<file path="config.mk">
export PLATFORM = sky130hd
export DESIGN_NAME = rst_seq_gen
export DESIGN_NICKNAME = d
export VERILOG_FILES = /design/src/rtl/rst_seq_gen.sv
export SDC_FILE = /design/constraint.sdc
export NUM_CORES = 1
export LEC_CHECK = 0
export CORE_ASPECT_RATIO = 1.75
export CORE_UTILIZATION = 45
export DETAILED_ROUTE_END_ITERATION = 16
export PLACE_DENSITY = 0.68
export SYNTH_ARGS = -nofsm -noshare
export SYNTH_HDL_FRONTEND = slang
export SYNTH_SLANG_ARGS = --single-unit
</file>
<file path="constraint.sdc">
create_clock -name clk_i -period 2.1 [get_ports clk_i]
set_input_delay 0.21 -clock clk_i [delete_from_list [all_inputs] [get_ports clk_i]]
set_output_delay 0.21 -clock clk_i [all_outputs]
set_load 0.05 [all_outputs]
</file>
<file path="src/rtl/rst_seq_gen.sv">
// rst_seq_gen: staggered reset sequencer with per-channel clock-enable dividers
// and a restart watchdog.
//
// Reset domains assert asynchronously with rst_n_i and release synchronously,
// one channel at a time. Every output is a flop. The release mask is decoded
// from the FSM state and registered once more onto rst_o, so each output
// change lands one edge after the state change that causes it.
//
// state   | meaning
// --------+------------------------------------------------------------
// HOLD    | all channels in reset; counts hold cycles once synchronised
// RELEASE | channels 0..idx released; waits STAGGER cycles per channel
// RUN     | all channels released; done_o high; watchdog armed

module rst_seq_gen #(
    parameter int N_CH        = 4,
    parameter int SYNC_STAGES = 2,
    parameter int RST_CYCLES  = 32,
    parameter int STAGGER     = 8,
    parameter int DIV_W       = 8,
    parameter int TIMEOUT     = 1000000
) (
    input  logic                    clk_i,
    input  logic                    rst_n_i,
    input  logic                    sw_rst_i,
    input  logic                    wdg_kick_i,
    input  logic [N_CH*DIV_W-1:0]   div_i,
    output logic [N_CH-1:0]         rst_o,
    output logic [N_CH-1:0]         rst_n_o,
    output logic [N_CH-1:0]         ce_o,
    output logic                    done_o,
    output logic                    wdg_to_o
);

    localparam int CNT_MAX = (RST_CYCLES > STAGGER) ? RST_CYCLES : STAGGER;
    localparam int CNT_W   = $clog2(CNT_MAX + 1);
    localparam int IDX_W   = (N_CH > 1) ? $clog2(N_CH) : 1;
    localparam int WD_W    = (TIMEOUT > 1) ? $clog2(TIMEOUT) : 1;
    localparam bit WD_EN   = (TIMEOUT > 0);

    localparam logic [CNT_W-1:0] HOLD_LAST = CNT_W'(RST_CYCLES - 1);
    localparam logic [CNT_W-1:0] STAG_LAST = CNT_W'(STAGGER - 1);
    // Index of the channel whose stagger period ends in the jump to RUN.
    localparam logic [IDX_W-1:0] IDX_LAST  = IDX_W'((N_CH > 1) ? (N_CH - 2) : 0);
    localparam logic [WD_W-1:0]  WD_LAST   = WD_W'((TIMEOUT > 0) ? (TIMEOUT - 1) : 0);

    typedef enum logic [1:0] {
        ST_HOLD    = 2'd0,
        ST_RELEASE = 2'd1,
        ST_RUN     = 2'd2
    } state_t;

    logic [SYNC_STAGES-1:0] sync_q;
    logic                   sync_ok;

    state_t                 state_q, state_d;
    logic [CNT_W-1:0]       cnt_q, cnt_d;
    logic [IDX_W-1:0]       idx_q, idx_d;
    logic [WD_W-1:0]        wd_q, wd_d;
    logic                   expire;

    logic [N_CH-1:0]        released;
    logic [N_CH-1:0]        rst_q;
    logic [N_CH-1:0]        rst_n_q;
    logic                   done_q;
    logic                   wdg_q;
    logic [N_CH-1:0]        ce_bits;

    // Reset-release synchroniser: clears asynchronously and fills with ones.
    always_ff @(posedge clk_i or negedge rst_n_i) begin
        if (!rst_n_i) begin
            sync_q <= '0;
        end else begin
            sync_q <= {sync_q[SYNC_STAGES-2:0], 1'b1};
        end
    end

    assign sync_ok = sync_q[SYNC_STAGES-1];

    // Sequencer state, shared hold/stagger counter, channel index and watchdog.
    always_ff @(posedge clk_i or negedge rst_n_i) begin
        if (!rst_n_i) begin
            state_q <= ST_HOLD;
            cnt_q   <= '0;
            idx_q   <= '0;
            wd_q    <= '0;
        end else begin
            state_q <= state_d;
            cnt_q   <= cnt_d;
            idx_q   <= idx_d;
            wd_q    <= wd_d;
        end
    end

    // Next-state logic; a software restart outranks watchdog expiry, and a
    // kick in the final watchdog cycle still counts as a kick.
    always_comb begin
        state_d = state_q;
        cnt_d   = cnt_q;
        idx_d   = idx_q;
        wd_d    = '0;
        expire  = 1'b0;

        if (!sync_ok || sw_rst_i) begin
            state_d = ST_HOLD;
            cnt_d   = '0;
            idx_d   = '0;
        end else begin
            case (state_q)
                ST_HOLD: begin
                    if (cnt_q == HOLD_LAST) begin
                        cnt_d   = '0;
                        idx_d   = '0;
                        state_d = (N_CH == 1) ? ST_RUN : ST_RELEASE;
                    end else begin
                        cnt_d = cnt_q + 1'b1;
                    end
                end

                ST_RELEASE: begin
                    if (cnt_q == STAG_LAST) begin
                        cnt_d = '0;
                        if (idx_q == IDX_LAST) begin
                            state_d = ST_RUN;
                        end else begin
                            idx_d = idx_q + 1'b1;
                        end
                    end else begin
                        cnt_d = cnt_q + 1'b1;
                    end
                end

                ST_RUN: begin
                    if (WD_EN) begin
                        if (wdg_kick_i) begin
                            wd_d = '0;
                        end else if (wd_q == WD_LAST) begin
                            expire  = 1'b1;
                            state_d = ST_HOLD;
                            cnt_d   = '0;
                            idx_d   = '0;
                        end else begin
                            wd_d = wd_q + 1'b1;
                        end
                    end
                end

                default: begin
                    state_d = ST_HOLD;
                    cnt_d   = '0;
                    idx_d   = '0;
                end
            endcase
        end
    end

    // Decode which channels the current state has let out of reset.
    always_comb begin
        released = '0;
        case (state_q)
            ST_RELEASE: begin
                for (int i = 0; i < N_CH; i++) begin
                    released[i] = (i <= int'(idx_q));
                end
            end
            ST_RUN:  released = '1;
            default: released = '0;
        endcase
    end

    // Registered reset, done and watchdog outputs.
    always_ff @(posedge clk_i or negedge rst_n_i) begin
        if (!rst_n_i) begin
            rst_q   <= '1;
            rst_n_q <= '0;
            done_q  <= 1'b0;
            wdg_q   <= 1'b0;
        end else begin
            rst_q   <= ~released;
            rst_n_q <= released;
            done_q  <= (state_q == ST_RUN);
            wdg_q   <= expire;
        end
    end

    // Per-channel clock-enable dividers. They key off the same release mask
    // as rst_o, so the first enable can coincide with the release edge.
    for (genvar g = 0; g < N_CH; g++) begin : g_div
        logic [DIV_W-1:0] ratio;
        logic [DIV_W-1:0] c_q;
        logic             ce_q;

        assign ratio = div_i[g*DIV_W +: DIV_W];

        // Divider counter; a ratio dropped below the count wraps immediately.
        always_ff @(posedge clk_i or negedge rst_n_i) begin
            if (!rst_n_i) begin
                c_q  <= '0;
                ce_q <= 1'b0;
            end else if (!released[g]) begin
                c_q  <= '0;
                ce_q <= 1'b0;
            end else if (ratio <= DIV_W'(1)) begin
                c_q  <= '0;
                ce_q <= 1'b1;
            end else if (c_q >= ratio - 1'b1) begin
                c_q  <= '0;
                ce_q <= 1'b1;
            end else begin
                c_q  <= c_q + 1'b1;
                ce_q <= 1'b0;
            end
        end

        assign ce_bits[g] = ce_q;
    end

    assign rst_o    = rst_q;
    assign rst_n_o  = rst_n_q;
    assign ce_o     = ce_bits;
    assign done_o   = done_q;
    assign wdg_to_o = wdg_q;

endmodule

</file>
==> out/metrics.yaml, run 1 <==
clock_tree:
  cts.clk_slew.worst_paths_ns: 0.07
  clk_latency_ns: 0.34
  cts_tree: "yes"
  clock_path_buffers: 2
  numCtsBuffers: 9
  cts_root_buf: "clkbuf_16"
  h-tree-depth: 3
  cts_sinks: 78
placement:
  dp_slack_ns: -0.9245
  io_buffer_count: 49
  hpwl_um: 7913
  place_area_sq_um: 6083
  gp_congestion: 0.8345
  placed_cells: 726
floorplan:
  io_pins: 50
  die_h_um: 138.1
  design.die.area_sq_um: 11010
  initial_utilization_pct: 46.23
  core-area_sq_um: 10300
  rows: 49
  dieWidth_um: 79.76
power_and_ir_drop:
  p_int_mw: 2.607
  p_clk_share_pct: 43.2
  p_sw_share_pct: 26.24
  vdd_drop_max_uv: 525.9
  leakagePower_nw: 3.105
  combPwrFrac_pct: 13.6
  powerDensity_nw_per_um2: 518.7
  seqPwrFrac_pct: 43.2
  p_sw_mw: 0.9271
  p_total_mw: 3.534
synthesis:
  synth.distinct_cells: 46
  synth_seq_area_share_pct: 41.09
  async_reset_ff_share_pct: 100.0
  ys_seq_elements: 78
  syn_avg_cell_area_sq_um: 9.699
  synthesis.nets: 580
  synthMuxAreaShare_pct: 0.2102
  ys.warnings.count: 0
  synthFlopType: "dfrtp_1"
  synth.area.top_cells: "dfrtp_1 39%, ha_1 14%, xnor2_1 6.4%"
  synth_fa_ha_area_share_pct: 13.93
  yosys.area_share.simple_pct: 22.57
  synth_top_area_share_pct: 38.89
  synth_xor_area_share_pct: 12.14
  synthCells: 491
  netlist_area_sq_um: 4762
  synth_top_family_by_area: "simple AND/OR/NAND/NOR gates"
  synth_compound_area_share_pct: 6.437
  yosysTopAreaCell: "dfrtp_1"
  synth_edf_count: 0
timing:
  max_freq_mhz: 433.2
  rsz0062_at_grt: "true"
  finalHoldViolations: 0
  fin_skew_ns: 0.006255
  min_period_ns: 2.309
  max-slew-margin-rel_pct: 65.34
  setup_slack_ns: -0.2085
  tightest_slew_ns: 0.5183
  post-route-period-util_pct: 109.9
  tns_ns: -4.108
  setup_viol: 27
  drv_slew: 0
global_route:
  grt_pass1_vias: 4219
  gr-total-overflow: 0
  grt_first_pass_wirelength_um: 18180
  grt_antenna_before_repair: 0
  grt_max_degree: 52
  grt_usage_pct: 20.98
flow_run:
  drv_cap: 0
critical_path:
  critPathRequiredTime_ns: 2.36
  end_kind: "flip-flop"
  crit_arrival_ns: 2.57
  crit_fanout: 3
  r2r_cells: 9
  cp-start-kind: "input pin"
  path_class: "in2reg"
detailed_routing:
  initialDrtViolationCount: 142
  dr_total_vias: 4003
  drtPass1Iterations: 4
  routed_wl_um: 10780
  vias_per_cell: 5.226
  route.detailed.drc: 0
  wl_per_cell_um: 14.08
  antenna_left: 0
run_status:
  violations: "negative setup slack"
  outcome: "complete, but fails checks"
hold_path:
  hold_class: "in2async"
finish:
  finalNonFillerCells: 766
  area_delta_synth_final_pct: 43.06
  nets: 723
  diodes: 0
  finalInstanceArea_sq_um: 6813
  fillers: 791
  drive_gt1_share_pct: 31.46
[final timing paths]
check,start,to,slack [ns]
worst max-delay path,div_i[12],g_div[1].c_q[6],-0.21
worst min-delay path,rst_n_i,wd_q[4],0.31
worst min register to register,sync_q[0],sync_q[1],0.36
max in group asynchronous,rst_n_i,rst_o[0],1.15
worst max register to register,g_div[1].c_q[0],g_div[1].c_q[6],0.08
min in group clk_i,sync_q[0],sync_q[1],0.36
[sequential cells by signal, summed over array words and instances (netlist names)]
signal      count
g_div.c_q      32
wd_q           20
cnt_q           6
g_div.ce_q      4
rst_n_o         4
rst_o           4
idx_q           2
state_q         2
sync_q          2
done_o          1
wdg_to_o        1
[per-layer routing]
metal	vias to the layer above	share of wire [%]	GRT usage, %
met5	-	0	0
met4	0	2.8	9.962
met3	25	2.7	4.092
met2	58	57	38.96
met1	1920	38	21.74
li1	2000	-	-
[per-stage QoR]
step | util, % | hold slack [ns]
floorplan | - | -0.08559
global placement | 59.06 | 0.1530
detailed placement | 59.06 | 0.1537
CTS | 63.76 | 0.3212
global route | 66.14 | 0.3405
finish | 66.14 | 0.3147
[power groups by stage]
| stage | Combinational, mW | Clock [mW] | Sequential (mW) |
|---|---|---|---|
| floorplan | 0.161 | 0 | 1.57 |
| global placement | 0.424 | 0 | 1.56 |
| detailed placement | 0.436 | 0 | 1.56 |
| CTS | 0.452 | 1.57 | 1.53 |
| global route | 0.529 | 1.63 | 1.53 |
| finish | 0.481 | 1.52 | 1.53 |
[repair_timing]
| item | 4_1_cts | 5_1_grt |
|---|---|---|
| hold buffers | 1 | 0 |
| pin swaps | 44 | 41 |
| endpoints found under the hold margin | 25 | 0 |
| resized for setup | 89 | 52 |
| endpoints found under the setup margin | 41 | 38 |
| cloned | 0 | 1 |
| setup buffers | 13 | 9 |
[synth_stat cells, types with 5 or more instances]
library cell  instances
dfrtp_1              74
ha_1                 53
nor2_1               52
xnor2_1              35
xor2_1               31
nand3_1              30
nor3_1               30
inv_1                28
nand2_1              28
and3_1               15
o21ai_0              10
clkbuf_1              9
nor4_1                9
a21oi_1               8
a21o_1                7
nand2b_1              6
or4_1                 5
[layout by cell type (no fill, tap or decap), types with 15 or more instances in the layout]
| master | count |
|---|---|
| buf_4 | 85 |
| buf_6 | 15 |
| clkdlybuf4s50_1 | 24 |
| dfrtp_1 | 74 |
| ha_1 | 50 |
| inv_1 | 24 |
| nand2_1 | 28 |
| nand3_1 | 29 |
| nor2_1 | 40 |
| xnor2_1 | 33 |
| xor2_1 | 30 |
[cell type report]
type	count	area (sq um)	share of cell area [%]
Multi-Input combinational cell	373	3078	45.18
Sequential cell	78	1957	28.72
Timing Repair Buffer	144	1217	17.87
Clock buffer	9	225.2	3.306
Tap cell	127	158.9	2.332
Inverter	28	105.1	1.543
Clock inverter	7	71.32	1.047
[logic make-up (layout without fill, tap and decap cells)]
group,count (synthesis),in the layout
compound gates,45,46
xor+xnor,66,66
fa+ha+maj,53,53
buf+inv,41,188
flops,78,78
mux,1,1
other cells,1,1
simple gates,206,206
[critical path: stages]
cell     delay (ns)
buf_6          0.09
or4_4          0.55
nor4_4         0.16
xnor2_1        0.16
ha_1           0.28
and3_4         0.16
a221o_1        0.30
a311o_1        0.30
buf_6          0.14
buf_6          0.12
nor3_2         0.10
No activity file was read; power rests on OpenSTA's default activity.
==> run 2: changes to the inputs <==
CORE_MARGIN = 2   (was default)
==> out/metrics.yaml, run 2 (same netlist as run 1, synthesis figures left out) <==
run_status:
  outcome: "complete, but fails checks"
  violations: "negative setup slack"
clock_tree:
  h-tree-depth: 3  # unchanged
  clk_latency_ns: 0.34  # about the same
  cts.clk_slew.worst_paths_ns: 0.06  # about the same
  numCtsBuffers: 9  # unchanged
  cts_tree: "yes"
  clock_path_buffers: 2  # unchanged
  cts_sinks: 78  # unchanged
  cts_root_buf: "clkbuf_16"
placement:
  place_area_sq_um: 6078  # about the same
  gp_congestion: 0.8009  # -4.0%
  hpwl_um: 8156  # +3.1%
  io_buffer_count: 49  # unchanged
timing:
  setup_slack_ns: -0.2716  # -0.06302 ns
  tightest_slew_ns: 0.7637  # +0.2454 ns
  max_freq_mhz: 421.7  # -2.7%
  finalHoldViolations: 0  # unchanged
  rsz0062_at_grt: "true"
  post-route-period-util_pct: 112.9  # +3.0 points
  drv_slew: 0  # unchanged
  setup_viol: 27  # unchanged
  max-slew-margin-rel_pct: 49.09  # -16 points
  min_period_ns: 2.372  # +0.06302 ns
  fin_skew_ns: 0.008713  # +0.002459 ns
  holdWs_ns: 0.3597  # +0.04498 ns
global_route:
  grt_antenna_before_repair: 0  # unchanged
  gr-total-overflow: 0  # unchanged
  grt_max_degree: 62  # +19%
  grt_first_pass_wirelength_um: 18720  # +3.0%
  grt_pass1_vias: 4191  # -0.66%
  grt_usage_pct: 20.74  # -0.24 points
floorplan:
  initial_utilization_pct: 46.23  # unchanged
  io_pins: 50  # unchanged
  die_h_um: 140.1  # +1.4%
  dieWidth_um: 81.76  # +2.5%
  design.die.area_sq_um: 11450  # +4.0%
  rows: 49  # unchanged
  core-area_sq_um: 10300  # unchanged
critical_path:
  crit_fanout: 4  # +1
  path_class: "in2reg"
  end_kind: "flip-flop"
  crit_arrival_ns: 2.63  # +0.06 ns
  critPathRequiredTime_ns: 2.36  # about the same
  cp-start-kind: "input pin"
finish:
  fillers: 814  # +2.9%
  final_common_cell: "buf_4"
  drive_gt1_share_pct: 31.00  # -0.46 points
  diodes: 0  # unchanged
  utilization_pct: 66.07  # -0.073 points
  largest_register_ffs: 32  # unchanged
  nets: 726  # +0.41%
  top_regs: "g_div.c_q (32), wd_q (20), cnt_q (6)"
  multi_input_area_sq_um: 3032  # -1.5%
  finalInstanceArea_sq_um: 6805  # -0.11%
  regMostFlops: "g_div.c_q"
  regArea_sq_um: 1957  # unchanged
  area_delta_synth_final_pct: 42.91
  final_cell_mix: "90 x buf_4, 74 x dfrtp_1, 49 x ha_1, 40 x nor2_1, 34 x xnor2_1"
detailed_routing:
  wl_per_cell_um: 14.55  # +3.4%
  vias_per_cell: 5.260  # +0.66%
  routed_wl_um: 11190  # +3.8%
  dr_total_vias: 4045  # +1.0%
  antenna_left: 0  # unchanged
  route.detailed.drc: 0  # unchanged
  initialDrtViolationCount: 175  # +23%
  drtPass1Iterations: 5  # +1
power_and_ir_drop:
  powerDensity_nw_per_um2: 538.5  # +3.8%
  vdd_drop_max_uv: 482.3  # -8.3%
  p_total_mw: 3.664  # +3.7%
  leakagePower_nw: 3.114  # +0.30%
flow_run:
  drv_cap: 0  # unchanged
hold_path:
  hold_class: "reg2reg"
[run 2: worst max-delay path: stages]
cell	delay (ns)
buf_8	0.10
or4_4	0.56
buf_6	0.14
nor2_4	0.09
xnor2_1	0.12
ha_1	0.26
and3_4	0.19
a221o_1	0.34
a311o_1	0.34
buf_6	0.16
nor3_4	0.10
[run 2: stage by stage]
stage / instances / setup TNS (ns) / setup WS, ns
after floorplan: 491 / -8.150 / -0.3861
after CTS: 755 / -7.694 / -0.3928
after detailed placement: 727 / -29.39 / -0.9948
after global placement: 727 / -26.13 / -0.8257
after global routing: 769 / -7.991 / -0.3780
final: 769 / -5.094 / -0.2716
[run 2: cell type report]
type	count	area share (%)
multi-input cells	373	44.55
flip-flops and latches	78	28.76
repair buffers	147	18.09
clock buffers	10	3.365
well taps	127	2.335
inverters	28	1.544
clock inverters	6	1.361
[run 2: worst paths after layout]
check	from	to	slack [ns]	cells past startpoint
max reg2reg	state_q[1]	idx_q[0]	0.11	8
min reg2reg	sync_q[0]	sync_q[1]	0.36	0
max	div_i[10]	g_div[1].c_q[2]	-0.27	11
min	sync_q[0]	sync_q[1]	0.36	0
min in group asynchronous	rst_n_i	wd_q[4]	0.48	2
max in group asynchronous	rst_n_i	g_div[0].c_q[5]	0.94	3
[run 2: power breakdown]
| part | switching, mW | leakage [nW] | internal [mW] |
|---|---|---|---|
| sequential | 0.0111 | 1.07 | 1.52 |
| combinational | 0.234 | 1.90 | 0.239 |
| clock | 0.612 | 0.150 | 1.05 |
[run 2: what timing repair did]
item,CTS,global route
pin swaps,49,47
resized for setup,92,45
setup buffers,11,13
hold buffers,1,0
gates cloned,0,1
setup endpoints to repair,39,41
endpoints found under the hold margin,55,0
[run 2: per-layer routing]
layer,global-route usage (%),wire length [um]
met5,0,0
met1,23.21,4240
met4,7.895,267
met3,3.737,272
met2,37.66,6410
==> run 3: changes to the inputs <==
SLEW_MARGIN = 20   (was default)
==> results of run 3 <==
Same layout as run 2: the final DEF is identical, and so are final timing and power.
